## src/rtl/lfp_e4m4_dot_accum_if.sv

```systemverilog
// Product-stream and dot-product-result handshakes for lfp_e4m4_dot_accum.
// Latency: none, this is wiring only.
// Backpressure: prod_ready stalls the product stream, and sum_ready holds the result.
interface lfp_e4m4_dot_accum_if #(
    parameter int ACC_W = 32,
    parameter int CNT_W = 16
);
    logic                    prod_valid;
    logic                    prod_ready;
    logic [8:0]              prod;
    logic                    prod_last;
    logic                    sum_valid;
    logic                    sum_ready;
    logic signed [ACC_W-1:0] sum;
    logic [CNT_W-1:0]        sum_cnt;
    logic                    sum_ovf;

    // Producer of products / consumer of results.
    modport master (
        output prod_valid, prod, prod_last, sum_ready,
        input  prod_ready, sum_valid, sum, sum_cnt, sum_ovf
    );

    // The accumulator itself.
    modport slave (
        input  prod_valid, prod, prod_last, sum_ready,
        output prod_ready, sum_valid, sum, sum_cnt, sum_ovf
    );
endinterface

```

## src/rtl/lfp_e4m4_dot_accum.sv

```systemverilog
// Decodes E4M4 products to fixed point (11 frac bits) and sums one vector per prod_last.
// Latency: the last beat is accepted at edge T and sum_valid rises after edge T+2. Throughput is 1 beat/cycle.
// Backpressure: prod_ready is low while flushing or presenting, and the result holds until sum_ready.
// Option LFP_ACC_SAT_EN: saturating add with a sticky sum_ovf. Without it the add wraps and sum_ovf=0.
module lfp_e4m4_dot_accum #(
    parameter int ACC_W = 32,
    parameter int CNT_W = 16
) (
    input  logic                 clk,
    input  logic                 rst,
    lfp_e4m4_dot_accum_if.slave  bus
);
    typedef enum logic [1:0] {S_ACC, S_FLUSH, S_OUT} state_t;

    state_t                  state;
    logic signed [ACC_W-1:0] acc;
    logic signed [ACC_W-1:0] term_r;
    logic                    term_v;
    logic [CNT_W-1:0]        cnt;
    logic                    prod_ready_r;
    logic                    sum_valid_r;

    logic [3:0]              exp_f;
    logic [3:0]              mant;
    logic [19:0]             mag;
    logic signed [ACC_W-1:0] mag_ext;
    logic signed [ACC_W-1:0] term_d;
    logic signed [ACC_W-1:0] acc_add;
    logic                    ovf_add;
    logic                    accept;

    assign exp_f  = bus.prod[7:4];
    assign mant   = bus.prod[3:0];
    assign accept = bus.prod_valid && prod_ready_r;

    // Decode E4M4 to a signed term. E==0 is zero regardless of sign.
    always_comb begin
        mag     = '0;
        mag_ext = '0;
        term_d  = '0;
        if (exp_f != 4'd0) begin
            mag     = {15'd0, 1'b1, mant} << (exp_f - 4'd1);
            mag_ext = {{(ACC_W-20){1'b0}}, mag};
            term_d  = bus.prod[8] ? -mag_ext : mag_ext;
        end
    end

`ifdef LFP_ACC_SAT_EN
    logic signed [ACC_W:0] acc_wide;

    // Add one guard bit, then clamp to the representable range on signed overflow.
    always_comb begin
        acc_wide = {acc[ACC_W-1], acc} + {term_r[ACC_W-1], term_r};
        ovf_add  = acc_wide[ACC_W] != acc_wide[ACC_W-1];
        acc_add  = acc_wide[ACC_W-1:0];
        if (ovf_add) begin
            acc_add = acc_wide[ACC_W] ? {1'b1, {(ACC_W-1){1'b0}}}
                                      : {1'b0, {(ACC_W-1){1'b1}}};
        end
    end
`else
    // Plain two's-complement wrap, so overflow is never flagged.
    always_comb begin
        acc_add = acc + term_r;
        ovf_add = 1'b0;
    end
`endif

    logic ovf;

    // Control FSM with the term pipeline, accumulator, beat counter and registered handshakes.
    always_ff @(posedge clk) begin
        if (rst) begin
            state        <= S_ACC;
            acc          <= '0;
            term_r       <= '0;
            term_v       <= 1'b0;
            cnt          <= '0;
            ovf          <= 1'b0;
            prod_ready_r <= 1'b1;
            sum_valid_r  <= 1'b0;
        end else begin
            case (state)
                S_ACC: begin
                    if (term_v) begin
                        acc <= acc_add;
                        ovf <= ovf | ovf_add;
                    end
                    if (accept) begin
                        term_r <= term_d;
                        term_v <= 1'b1;
                        if (cnt != {CNT_W{1'b1}}) cnt <= cnt + CNT_W'(1);
                        if (bus.prod_last) begin
                            state        <= S_FLUSH;
                            prod_ready_r <= 1'b0;
                        end
                    end else begin
                        term_v <= 1'b0;
                    end
                end
                S_FLUSH: begin
                    // Retire the last pending term, then present on the next cycle.
                    if (term_v) begin
                        acc    <= acc_add;
                        ovf    <= ovf | ovf_add;
                        term_v <= 1'b0;
                    end else begin
                        state       <= S_OUT;
                        sum_valid_r <= 1'b1;
                    end
                end
                S_OUT: begin
                    if (bus.sum_ready) begin
                        acc          <= '0;
                        cnt          <= '0;
                        ovf          <= 1'b0;
                        state        <= S_ACC;
                        prod_ready_r <= 1'b1;
                        sum_valid_r  <= 1'b0;
                    end
                end
                default: begin
                    state        <= S_ACC;
                    prod_ready_r <= 1'b1;
                    sum_valid_r  <= 1'b0;
                end
            endcase
        end
    end

    assign bus.prod_ready = prod_ready_r;
    assign bus.sum_valid  = sum_valid_r;
    assign bus.sum        = acc;
    assign bus.sum_cnt    = cnt;
    assign bus.sum_ovf    = ovf;
endmodule

```

## src/flat_wrapper.sv

```systemverilog
// flat-port wrapper written by rule: the top's interface ports become plain ports
module lfp_e4m4_dot_accum_flat 
#(
    parameter int ACC_W = 32,
    parameter int CNT_W = 16
)
  (clk, rst, bus_prod_valid, bus_prod, bus_prod_last, bus_sum_ready, bus_prod_ready, bus_sum_valid, bus_sum, bus_sum_cnt, bus_sum_ovf);
  lfp_e4m4_dot_accum_if #(.ACC_W(ACC_W), .CNT_W(CNT_W)) bus_i ();
  input  logic clk;
  input  logic rst;
  input wire logic [$bits(bus_i.prod_valid)-1:0] bus_prod_valid;
  input wire logic [$bits(bus_i.prod)-1:0] bus_prod;
  input wire logic [$bits(bus_i.prod_last)-1:0] bus_prod_last;
  input wire logic [$bits(bus_i.sum_ready)-1:0] bus_sum_ready;
  output wire logic [$bits(bus_i.prod_ready)-1:0] bus_prod_ready;
  output wire logic [$bits(bus_i.sum_valid)-1:0] bus_sum_valid;
  output wire logic [$bits(bus_i.sum)-1:0] bus_sum;
  output wire logic [$bits(bus_i.sum_cnt)-1:0] bus_sum_cnt;
  output wire logic [$bits(bus_i.sum_ovf)-1:0] bus_sum_ovf;
  assign bus_i.prod_valid = bus_prod_valid;
  assign bus_i.prod = bus_prod;
  assign bus_i.prod_last = bus_prod_last;
  assign bus_i.sum_ready = bus_sum_ready;
  assign bus_prod_ready = bus_i.prod_ready;
  assign bus_sum_valid = bus_i.sum_valid;
  assign bus_sum = bus_i.sum;
  assign bus_sum_cnt = bus_i.sum_cnt;
  assign bus_sum_ovf = bus_i.sum_ovf;
  lfp_e4m4_dot_accum #(.ACC_W(ACC_W), .CNT_W(CNT_W)) u_core (.clk(clk), .rst(rst), .bus(bus_i));
endmodule
```

## config.mk

```make
export PLATFORM = sky130hd
export DESIGN_NAME = lfp_e4m4_dot_accum_flat
export DESIGN_NICKNAME = d
export VERILOG_FILES = /design/src/rtl/lfp_e4m4_dot_accum_if.sv /design/src/rtl/lfp_e4m4_dot_accum.sv /design/src/flat_wrapper.sv
export SDC_FILE = /design/constraint.sdc
export NUM_CORES = 1
export LEC_CHECK = 0
export CAP_MARGIN = 20
export CORE_ASPECT_RATIO = 1.2
export CORE_UTILIZATION = 55
export CTS_BUF_LIST = sky130_fd_sc_hd__clkbuf_8
export DETAILED_ROUTE_END_ITERATION = 12
export HOLD_SLACK_MARGIN = 0.15
export PLACE_DENSITY_LB_ADDON = 0.15
export RECOVER_POWER = 50
export SYNTH_ARGS = -nofsm -noshare
export SYNTH_HDL_FRONTEND = slang
export SYNTH_SLANG_ARGS = --single-unit
```

## constraint.sdc

```tcl
create_clock -name clk -period 4.5 [get_ports clk]
set_clock_uncertainty 0.1 [all_clocks]
set_input_delay 0.45 -clock clk [delete_from_list [all_inputs] [get_ports clk]]
set_output_delay 0.45 -clock clk [all_outputs]
set_load 0.005 [all_outputs]
```

==> impl_metrics.toml <==
[drt]
detail-route-antenna-nets = 0
first_iter_violations = 283
dr.pass1.iters = 6
wirelength_um = 14890
vias = 5493
wl_per_cell_um = 16.33
routed_via_density = 6.023
route.detailed.drc = 0

[setup_path]
critical-path-slowest-cell = "clkdlybuf4s50_1"
path_cells = "clkdlybuf4s50_1 > inv_1 > ha_1 > buf_4 > o41ai_1 > o21ai_0 > or2_2 > ha_1 > o21ai_1 > nor4_2 > nand2_1 > nand2_1 > xor2_1 > a22o_1"
ff2ff_setup_slack_ns = 1.56
slowest_delay_ns = 0.58
startpoint_type = "input port"
cp-end-kind = "flop"
cp.buffers_inverters = 3
crit_arrival_ns = 3.76
crit_required_ns = 4.67
critPathTopFamily = "compound AO/OA/AOI/OAI gates"
cp_max_fo = 7
worstSetupPathType = "in2reg"

[logic_synthesis]
yosysTopAreaCell = "dfxtp_1"
syn_nets = 784
ys_warn_count = 0
syn_inst = 734
yosysSeqAreaShare_pct = 29.31
async_flop_share_pct = 0
synth_area_sq_um = 5806
yosysMostFrequentCell = "dfxtp_1"
synth-seq-cells = 85
syn_area_per_cell_sq_um = 7.909
synth_top_area_share_pct = 29.31
ys.flop_type = "dfxtp_1"
synth_cell_type_count = 74
netlist_top_cells_area = "dfxtp_1 (29%), ha_1 (7.5%), nand2_1 (5.2%)"
synthTopCellsByCount = "dfxtp_1 (85), nand2_1 (80), nor2_1 (78)"
synth-edff-count = 0

[die]
ios = 65
die_area_sq_um = 10970
initial_core_util_pct = 57.14
die_y_um = 114.5
placeableCoreArea_sq_um = 10160
die-width_um = 95.79
rows = 40

[place]
pre_cts_slack_ns = 0.5680
dp_hpwl_um = 11460
gp_congestion = 1.046
dp_cells = 896
io_buffer_count = 63

[clocking]
cts.hold.buffers_added = 0
clock_latency_ns = 0.37
cts_buffers = 9
htreeDepth = 3
cts_resized = 0
clk_pin_slew_worst_paths_ns = 0.09
cts_sinks = 85
post_cts.repair.setup_buffers = 0
cts_tree = "done"
clock_path_buffers = 2
clockRootBuffer = "clkbuf_8"

[sta]
grt_setup_unrepaired = "false"
relSlewSlack_pct = 17.78
hold_ws_ns = 0.3690
worstMarginPinSlew_ns = 1.233
setup_violations = 0
post-route-min-period_ns = 3.586
setup_ws_ns = 0.9144
fin_crit_sh_pct = 79.68
drv_slew = 0
fmax_ghz = 0.2789
setup_tns_ns = 0
hold_viol = 0

[power]
power.density_nw_per_um2 = 287.4
peakVddDrop_mv = 0.1534
cellLeakagePower_uw = 0.002954

[global_routing]
grt_usage_pct = 27.93
grt_max_degree = 30
grt_pass1_wl_um = 23930
grt-ovfl-total = 0
antenna_found_initial = 0
grt_pass1_vias = 5053

[finish]
stdcell_count = 912
diodes = 0
nets = 831
drive_above_1_share_pct = 6.616
n_fill_cell = 880
areaGrowthSynthToFinish_pct = 15.95

[run_status]
status = "finished clean"

[run]
cap_violations = 0

[min_path]
holdCritPathClass = "reg2reg"
[cell usage in the layout (no fill, tap or decap), drive strengths merged, types with 4 or more instances in the layout]
cell type,instances
nor3,16
or3,9
and3,7
clkdlybuf4s50,12
nand3,12
or2,9
clkbuf,12
nor2b,9
inv,16
o21bai,4
a22o,14
dlygate4sd3,51
and2,6
a211oi,4
buf,8
xor2,26
o21ai,62
dfxtp,85
xnor2,27
o211ai,9
nand2,80
a22oi,16
nor2,78
a21oi,62
a32oi,7
nand2b,10
a31oi,4
o22ai,5
a21o,26
ha,35
o21a,10
[per-layer routing]
metal  global-route usage (%)  part of all wire [%]
met3                    3.984                   3.2
met5                        0                     0
met1                    30.95                    42
met4                    13.03                   3.3
met2                    51.43                    51
[tightest hold or removal path, cell delays in order, from the launching register on]
cell,delay (ns)
dfxtp_1,0.32
nand2_1,0.05
a21oi_1,0.05
[through the flow]
| stage | total power, uW | util, % | instance area, sq um |
|---|---|---|---|
| 2_1_floorplan | 1182 | - | 5806 |
| 3_3_place_gp | 1308 | 63.88 | 6490 |
| 3_5_place_dp | 1321 | 63.99 | 6501 |
| 4_1_cts | 1943 | 66.29 | 6735 |
| 5_1_grt | 2023 | 66.26 | 6731 |
| 6_report | 1935 | 66.26 | 6731 |
[power by group]
part	total, uW	leakage (uW)	switching, uW	internal (uW)
sequential	830	0.000690	35.4	795
clock	631	0.000120	287	344
combinational	474	0.00214	278	196
total	1930	0.00295	600	1330
[cells by family after synthesis]
kind of cell	share of synthesized area [%]
simple gates	21.10
mux	1.121
fa+ha+maj	7.888
xor+xnor	8.772
compound gates	27.89
flops	29.31
other cells	0.06459
buf+inv	3.858
[state kept, by name, summed over array words and instances, names as in the netlist]
register               cells
u_core.term_r             32
u_core.bus.sum            32
u_core.bus.prod_ready      1
u_core.bus.sum_cnt        16
u_core.bus.sum_valid       1
u_core.term_v              1
u_core.state               2
[final cells by class]
cell class	instances	area [sq um]	area share, %
clock buffer	11	151.4	2.249
clock inverter	5	82.58	1.227
inverter	16	60.06	0.8922
multi-input combinational	597	3880	57.64
sequential	85	1702	25.28
tap	126	157.7	2.342
timing repair buffer	72	698.2	10.37
[final timing paths]
kind,startpoint,depth (start not counted),end
max,bus_prod[5],14,u_core.term_r[16]
min,u_core.term_r[21],2,u_core.term_r[21]
max reg2reg,u_core.term_r[0],12,u_core.bus.sum[30]
min reg2reg,u_core.term_r[21],2,u_core.term_r[21]
Note: power is estimated with default switching activity, not from simulation.
